[src/rtl/cobs_encoder_pkg.sv]
// Shared constants, state encoding and sizing helper for the COBS encoder.
package cobs_encoder_pkg;

  localparam logic [7:0] COBS_SENTINEL        = 8'h00;
  localparam logic [7:0] COBS_TAIL_CODE       = 8'h01;
  localparam int         COBS_MAX_RUN_DEFAULT = 254;

  typedef logic [1:0] cobs_state_t;

  localparam cobs_state_t S_FILL = 2'd0;
  localparam cobs_state_t S_CODE = 2'd1;
  localparam cobs_state_t S_DATA = 2'd2;
  localparam cobs_state_t S_TAIL = 2'd3;

  // Address width for a block buffer holding max_run bytes (at least one bit).
  function automatic int buf_addr_width(input int max_run);
    if (max_run > 1) begin
      return $clog2(max_run);
    end else begin
      return 1;
    end
  endfunction

endpackage

[src/rtl/cobs_block_buffer.sv]
// Holds one COBS block of non-zero bytes: one write port, one asynchronous read port.
// Contents are not reset; a block is always written before it is read.
module cobs_block_buffer
  import cobs_encoder_pkg::*;
#(
  parameter int DEPTH = COBS_MAX_RUN_DEFAULT,
  parameter int AW    = buf_addr_width(DEPTH)
) (
  input  logic          clock,
  input  logic          wr_en,
  input  logic [AW-1:0] wr_addr,
  input  logic [7:0]    wr_data,
  input  logic [AW-1:0] rd_addr,
  output logic [7:0]    rd_data
);

  logic [7:0] mem_q [DEPTH];

  // Store an accepted non-zero input byte at its position within the block.
  always_ff @(posedge clock) begin
    if (wr_en) begin
      mem_q[wr_addr] <= wr_data;
    end
  end

  assign rd_data = mem_q[rd_addr];

endmodule

[src/rtl/cobs_encoder.sv]
// COBS encoder: gathers a run of non-zero bytes, then emits code byte plus run.
// A packet ending in 0x00 gets a final empty block (0x01). All outputs decode
// from registered state, so there is no combinational input-to-output path.
module cobs_encoder
  import cobs_encoder_pkg::*;
#(
  parameter int MAX_RUN = COBS_MAX_RUN_DEFAULT
) (
  input  logic       clock,
  input  logic       reset,
  input  logic [7:0] in_data,
  input  logic       in_valid,
  output logic       in_ready,
  input  logic       in_last,
  output logic [7:0] out_data,
  output logic       out_valid,
  input  logic       out_ready,
  output logic       out_last
);

  localparam int AW = buf_addr_width(MAX_RUN);
  localparam int CW = $clog2(MAX_RUN + 1);
  localparam logic [CW-1:0] RUN_FULL = CW'(MAX_RUN);
  localparam logic [CW-1:0] CNT_ZERO = {CW{1'b0}};
  localparam logic [AW-1:0] IDX_ZERO = {AW{1'b0}};

  cobs_state_t   state_q, state_d;
  logic [CW-1:0] count_q, count_d;
  logic [AW-1:0] rd_idx_q, rd_idx_d;
  logic          end_pkt_q, end_pkt_d;
  logic          tail_q, tail_d;

  logic          buf_wr_en_s;
  logic [7:0]    buf_rd_data_s;
  logic [CW-1:0] count_inc_s;
  logic          last_idx_s;

  assign count_inc_s = count_q + CW'(1);
  assign last_idx_s  = (CW'(rd_idx_q) == (count_q - CW'(1)));

  cobs_block_buffer #(
    .DEPTH (MAX_RUN),
    .AW    (AW)
  ) u_buf (
    .clock   (clock),
    .wr_en   (buf_wr_en_s),
    .wr_addr (AW'(count_q)),
    .wr_data (in_data),
    .rd_addr (rd_idx_q),
    .rd_data (buf_rd_data_s)
  );

  // State and block bookkeeping registers; reset discards any partial block.
  always_ff @(posedge clock) begin
    if (reset) begin
      state_q   <= S_FILL;
      count_q   <= CNT_ZERO;
      rd_idx_q  <= IDX_ZERO;
      end_pkt_q <= 1'b0;
      tail_q    <= 1'b0;
    end else begin
      state_q   <= state_d;
      count_q   <= count_d;
      rd_idx_q  <= rd_idx_d;
      end_pkt_q <= end_pkt_d;
      tail_q    <= tail_d;
    end
  end

  // Next-state and datapath update: fill a block, then drain code and bytes.
  always_comb begin
    state_d     = state_q;
    count_d     = count_q;
    rd_idx_d    = rd_idx_q;
    end_pkt_d   = end_pkt_q;
    tail_d      = tail_q;
    buf_wr_en_s = 1'b0;
    case (state_q)
      S_FILL: begin
        if (in_valid) begin
          if (in_data != COBS_SENTINEL) begin
            buf_wr_en_s = 1'b1;
            count_d     = count_inc_s;
            if (count_inc_s == RUN_FULL) begin
              state_d   = S_CODE;
              end_pkt_d = in_last;
              tail_d    = 1'b0;
            end else if (in_last) begin
              state_d   = S_CODE;
              end_pkt_d = 1'b1;
              tail_d    = 1'b0;
            end else begin
              state_d = S_FILL;
            end
          end else begin
            // A zero byte closes the block and is implied by the code byte.
            state_d   = S_CODE;
            end_pkt_d = 1'b0;
            tail_d    = in_last;
          end
        end else begin
          state_d = S_FILL;
        end
      end
      S_CODE: begin
        if (out_ready) begin
          if (count_q != CNT_ZERO) begin
            state_d  = S_DATA;
            rd_idx_d = IDX_ZERO;
          end else if (end_pkt_q) begin
            state_d   = S_FILL;
            end_pkt_d = 1'b0;
          end else if (tail_q) begin
            state_d = S_TAIL;
          end else begin
            state_d = S_FILL;
          end
        end else begin
          state_d = S_CODE;
        end
      end
      S_DATA: begin
        if (out_ready) begin
          if (last_idx_s) begin
            count_d   = CNT_ZERO;
            rd_idx_d  = IDX_ZERO;
            end_pkt_d = 1'b0;
            if (end_pkt_q) begin
              state_d = S_FILL;
            end else if (tail_q) begin
              state_d = S_TAIL;
            end else begin
              state_d = S_FILL;
            end
          end else begin
            rd_idx_d = rd_idx_q + AW'(1);
          end
        end else begin
          state_d = S_DATA;
        end
      end
      S_TAIL: begin
        if (out_ready) begin
          state_d = S_FILL;
          tail_d  = 1'b0;
        end else begin
          state_d = S_TAIL;
        end
      end
      default: begin
        state_d   = S_FILL;
        count_d   = CNT_ZERO;
        rd_idx_d  = IDX_ZERO;
        end_pkt_d = 1'b0;
        tail_d    = 1'b0;
      end
    endcase
  end

  // Output decode from registered state only.
  always_comb begin
    in_ready  = 1'b0;
    out_valid = 1'b0;
    out_data  = COBS_SENTINEL;
    out_last  = 1'b0;
    case (state_q)
      S_FILL: begin
        in_ready = 1'b1;
      end
      S_CODE: begin
        out_valid = 1'b1;
        out_data  = 8'(count_q) + 8'd1;
        out_last  = (count_q == CNT_ZERO) && end_pkt_q;
      end
      S_DATA: begin
        out_valid = 1'b1;
        out_data  = buf_rd_data_s;
        out_last  = last_idx_s && end_pkt_q;
      end
      S_TAIL: begin
        out_valid = 1'b1;
        out_data  = COBS_TAIL_CODE;
        out_last  = 1'b1;
      end
      default: begin
        in_ready = 1'b0;
      end
    endcase
  end

endmodule

[config.mk]
export PLATFORM = sky130hd
export DESIGN_NAME = cobs_encoder
export DESIGN_NICKNAME = d
export VERILOG_FILES = /design/src/rtl/cobs_encoder_pkg.sv /design/src/rtl/cobs_block_buffer.sv /design/src/rtl/cobs_encoder.sv
export SDC_FILE = /design/constraint.sdc
export NUM_CORES = 2
export LEC_CHECK = 0
export CAP_MARGIN = 30
export CORE_MARGIN = 5
export CORE_UTILIZATION = 40
export DETAILED_ROUTE_END_ITERATION = 6
export MAX_ROUTING_LAYER = met4
export SYNTH_ARGS = -nofsm -noshare
export SYNTH_HDL_FRONTEND = slang
export SYNTH_SLANG_ARGS = --single-unit
[constraint.sdc]
create_clock -name clock -period 3.3 [get_ports clock]
set_input_delay 0.66 -clock clock [delete_from_list [all_inputs] [get_ports clock]]
set_output_delay 0.66 -clock clock [all_outputs]
set_load 0.05 [all_outputs]
* After elaboration in Yosys (flattened, before gate mapping) *
Memories as Yosys holds them, arrays and structs flattened. A register that Yosys moved wholly into a read port is not among the register bits.
Index checks and enable logic that the tools add are counted.

storage, ports and cells
  bits in registers = 20
  RAM bits = 2032
  output and inout bits = 11
  memories kept = 1

operators by class
  add/subtract/negate cells = 3
  eq/ne operators = 15
  mux-type cells = 48
  reduce and logical (&&, ||, !) cells = 15

memories
  memory       words  bits a word  rd ports  clocked after memory_dff  wr ports  RTL line                 text
  u_buf.mem_q  254    8            1         1                         1         cobs_block_buffer.sv:17  logic [7:0] mem_q [DEPTH];

operators with widths
  kind                                                                 number
  8-bit two-way mux                                                    10
  8-bit case mux with 2 select lines                                   2
  8-bit case mux with 3 select lines                                   1
  1-bit two-way mux                                                    22
  2-bit two-way mux                                                    9
  8-bit by 1-bit adder with 8-bit output (second input constant)       2
  2-bit inequality test (second input constant)                        8
  8-bit nonzero test                                                   2
  8-bit == test                                                        1
  8-bit == test (second input constant)                                1
  8-bit zero test                                                      1
  2-bit case mux with 4 select lines                                   1
  4-bit AND reduction                                                  2
  8-bit by 1-bit subtractor with 8-bit output (second input constant)  1
  7-bit AND reduction                                                  1
  1-bit case mux with 3 select lines                                   2
  2-bit nonzero test                                                   3
  5-bit AND reduction                                                  1
  2-bit == test (second input constant)                                2
  4-bit inequality test (second input constant)                        1
  3-bit inequality test (second input constant)                        1
  3-bit nonzero test                                                   1
  3-bit OR reduction                                                   1
  2-bit by 1-bit == test with 1-bit output (second input constant)     1
  other kinds (3)                                                      4

* Longest topological paths before layout *
  word-level depth = 7
  mapped depth = 13
  depth with buffers taken out = 9

* Cells and area by module *
Synthesis repeated with hierarchy kept, for this count alone.

unflattened totals
  cells, all modules = 3882
  area total of the unflattened synthesis = 81236.7 µm²

modules (own cells, without submodules)
  module             times used  cells an instance  area each (µm²)
  cobs_block_buffer  1           3666               79501.2
  cobs_encoder       1           216                1735.4

* Least setup slack after synthesis *
OpenSTA, ideal clock, no wires.

  kind = register to output
  start = reg with a tool-made name
  end = out out_data[7]
  data arrival time = 3657 ps
  data required time = 2640 ps
  slack = -1017 ps
  cell stages (with the launch flop) = 13
  buffers on the path = 6
  cell sequence = dfxtp_1 -> buf_4 -> buf_6 -> buf_6 -> buf_6 -> buf_6 -> buf_4 -> a211oi_1 -> a2111oi_0 -> o21ai_0 -> nand4_1 -> nand4_1 -> o41ai_1

RTL lines
  what       RTL line            text
  to (decl)  cobs_encoder.sv:15  output logic [7:0] out_data,

==> flow_summary.yaml <==
synthesis:
  async_flop_share: 0
  yosysTopAreaCell: "edfxtp_1"
  ys_ff_latch: 2060
  synth_ff_type: "edfxtp_1"
  avgSynthCellArea_um2: 19.8
  yosysMostFrequentCell: "edfxtp_1"
  yosysWarnings: 0
  synth_area_um2: 81000
  syn-instance-count: 4085
  netlist_top_cells_area: "edfxtp_1 75%, mux4_2 12%, mux2i_1 2.4%, nor2_1 1.5%, nand2_1 0.79%"
  yosysTopAreaCellShare: 0.754
  synth-edff-count: 2032
  seq_area_frac_synth: 0.761
  synth_common_cells: "2,032 x edfxtp_1, 429 x mux4_2, 321 x nor2_1"
  synthDistinctLibCells: 74
  syn_nets: 4110
global_route:
  grt.met2_usage: 0.357
  use_met1: 0.321
  gr-total-overflow: 0
  grt_pass1_wl_um: 345000
  gr-usage-all-layers: 0.237
  met3_usage: 0.0538
  grt_pass1_vias: 44700
  antenna_found_initial: 12
  top_usage_layer: "met2"
  grt_max_degree: 185
min_path:
  min_path_type: "in2reg"
sta:
  max_freq_mhz: 207
  timing.hold.ws_ns: 0.363
  fin_crit_ns: 4.83
  slew_violations: 0
  timing.final.ws_setup_ns: -1.53
  worstMarginPinSlew_ns: 1.07
  min_period_over_period: 1.46
  rsz0062_at_grt: "yes"
  skew_ns: 0.0300
  final.setup.tns_ns: -11.10
  maxSlewHeadroom: 0.288
  finalSetupViolCount: 9
  hold_viol_final: 0
placed_design:
  place_congestion: 0.954
  port_buffers: 23
  dpl.hpwl_um: 163000
clock_network:
  cts_max_level: 4
  clock_latency_ns: 0.83
  cts_buffer_depth: 3
  cts_tree: "done"
  cts-buffers-inserted: 202
  hold_buffers: 0
  cts_num_sinks: 2060
  root_buffer: "clkbuf_16"
  path_clk_slew_ns: 0.07
layout:
  area_delta_synth_final_pct: 22.1
  finalNetCount: 4873
  drive_gt1_frac: 0.337
  fillers: 16300
critical_path:
  crit_path_end_kind: "primary output"
  worstSetupPathType: "reg2out"
  crit_arrival_ns: 4.17
  required_ns: 2.64
  reg2reg_slack_ns: 0.14
  r2r_end: "u_buf.mem_q[99][2]$_DFFE_PP_"
  startpoint_type: "flop"
  worstSetupEndpoint: "out_data[7]"
  cp_max_fo: 5
  worstReg2RegStart: "count_q[0]$_SDFFE_PP0P_"
  ff2ff_path_depth: 6
detailed_routing:
  viasPerCell: 5.89
  drc_errors: 0
  avgRoutedWirePerCell_um: 32.1
  dr_total_vias: 45400
  drtAntennaViolNets: 0
  drt_wl_total_um: 247000
  drt_iter0_markers: 6027
  firstDrtPassIters: 6
floorplan:
  die_h_um: 460
  die-area_um2: 211000
  coreArea_um2: 202000
  initial_core_util: 0.401
  rows: 165
  io-pin-count: 24
  dieWidth_um: 460
status:
  status: "finished, violations left"
  violations: "negative setup slack"
run:
  maxCapViolations: 0
power:
  ir_drop_v: 0.000530
  p_leak_nw: 31.2
  power_density_nw_per_um2: 541
cell usage in the layout, fill, tap and decap left out, types with 15 or more instances in the layout:
| master | n |
|---|---|
| a21oi_1 | 56 |
| bufinv_16 | 21 |
| nor2_1 | 313 |
| mux2_2 | 16 |
| mux4_2 | 429 |
| nor3_1 | 30 |
| a22oi_1 | 57 |
| nand3_1 | 30 |
| o221ai_1 | 32 |
| clkinv_2 | 42 |
| o22ai_1 | 40 |
| mux2i_1 | 193 |
| clkinv_1 | 49 |
| a31oi_1 | 18 |
| buf_6 | 33 |
| edfxtp_1 | 2032 |
| o21ai_0 | 37 |
| nand2_1 | 165 |
| buf_16 | 15 |
| clkbuf_16 | 208 |
| buf_4 | 596 |
| buf_12 | 120 |
| dfxtp_1 | 18 |
| a211oi_1 | 19 |
| clkbuf_1 | 41 |
critical path: stages (launching register included):
cell	delay, ns
dfxtp_4	0.41
buf_4	0.18
buf_4	0.15
and2_2	0.22
buf_12	0.15
buf_4	0.17
a2111oi_2	0.33
o21ai_1	0.24
nand4_1	0.20
nand4_1	0.28
o41ai_4	0.62
buf_4	0.22
buf_12	0.13
stage by stage:
| stage | instances | worst slack [ns] | utilization | total power [W] | instance area (um^2) |
|---|---|---|---|---|---|
| final | 7701 | -1.53 | 0.490 | 0.0535 | 98800 |
| after global routing | 7698 | -1.48 | 0.490 | 0.0549 | 98800 |
| after CTS | 7643 | -1.52 | 0.486 | 0.0537 | 98000 |
| after detailed placement | 7188 | -1.08 | 0.444 | 0.0307 | 89600 |
| after global placement | 7175 | -1.59 | 0.444 | 0.0307 | 89500 |
| after floorplan | 4085 | -0.125 | - | 0.0299 | 81100 |
kinds of logic after synthesis:
family | count (synthesis) | synth area share
flops | 2060 | 0.761
buf+inv | 261 | 0.0174
xor+xnor | 23 | 0.00249
compound gates | 403 | 0.0346
mux | 642 | 0.146
simple gates | 684 | 0.0371
fa+ha+maj | 12 | 0.00185
final cells by class:
cell class / count / area [um^2] / area share
Inverter: 19 / 76.3 / 0.000772
Multi-Input combinational cell: 1764 / 18900 / 0.191
Tap cell: 2672 / 3340 / 0.0338
Sequential cell: 2060 / 61600 / 0.623
Clock inverter: 128 / 1260 / 0.0127
Antenna cell: 8 / 20.0 / 0.000203
Clock buffer: 249 / 5340 / 0.0540
Timing Repair Buffer: 801 / 8270 / 0.0836
repair_timing:
action | CTS | global route
setup endpoints to repair | 10 | 10
pin swaps | 39 | 49
gates cloned | 11 | 2
resized for setup | 196 | 91
setup buffers | 71 | 43
how the worst min path moves through the flow:
stage,cells after the start,from,slack (ns),end
4_1_cts,2,in_data[0],0.32,u_buf.mem_q[143][0]$_DFFE_PP_
3_5_place_dp,2,end_pkt_q$_SDFFE_PP0P_,0.49,end_pkt_q$_SDFFE_PP0P_
5_1_grt,2,in_data[0],0.34,u_buf.mem_q[153][0]$_DFFE_PP_
3_3_place_gp,2,tail_q$_SDFFE_PP0P_,0.46,tail_q$_SDFFE_PP0P_
2_1_floorplan,2,tail_q$_SDFFE_PP0P_,0.45,tail_q$_SDFFE_PP0P_
6_report,2,in_data[0],0.36,u_buf.mem_q[153][0]$_DFFE_PP_
metal layers:
layer | wire (um) | share of wire
met1 | 97900 | 0.40
met3 | 24800 | 0.10
met5 | 0 | 0
met2 | 115000 | 0.47
met4 | 9530 | 0.039
sequential cells by signal, summed over array words and instances, names as in the netlist, named ones only:
register / count
count_q: 8
end_pkt_q: 1
rd_idx_q: 8
state_q: 2
tail_q: 1
u_buf.mem_q: 2032
power breakdown:
group          switching (W)  internal (W)  total (W)
registers          0.0000116        0.0287     0.0288
clock network        0.00999        0.0131     0.0231
logic               0.000997      0.000625    0.00162
total                 0.0110        0.0425     0.0535
Power figures use the tool's default switching activity.
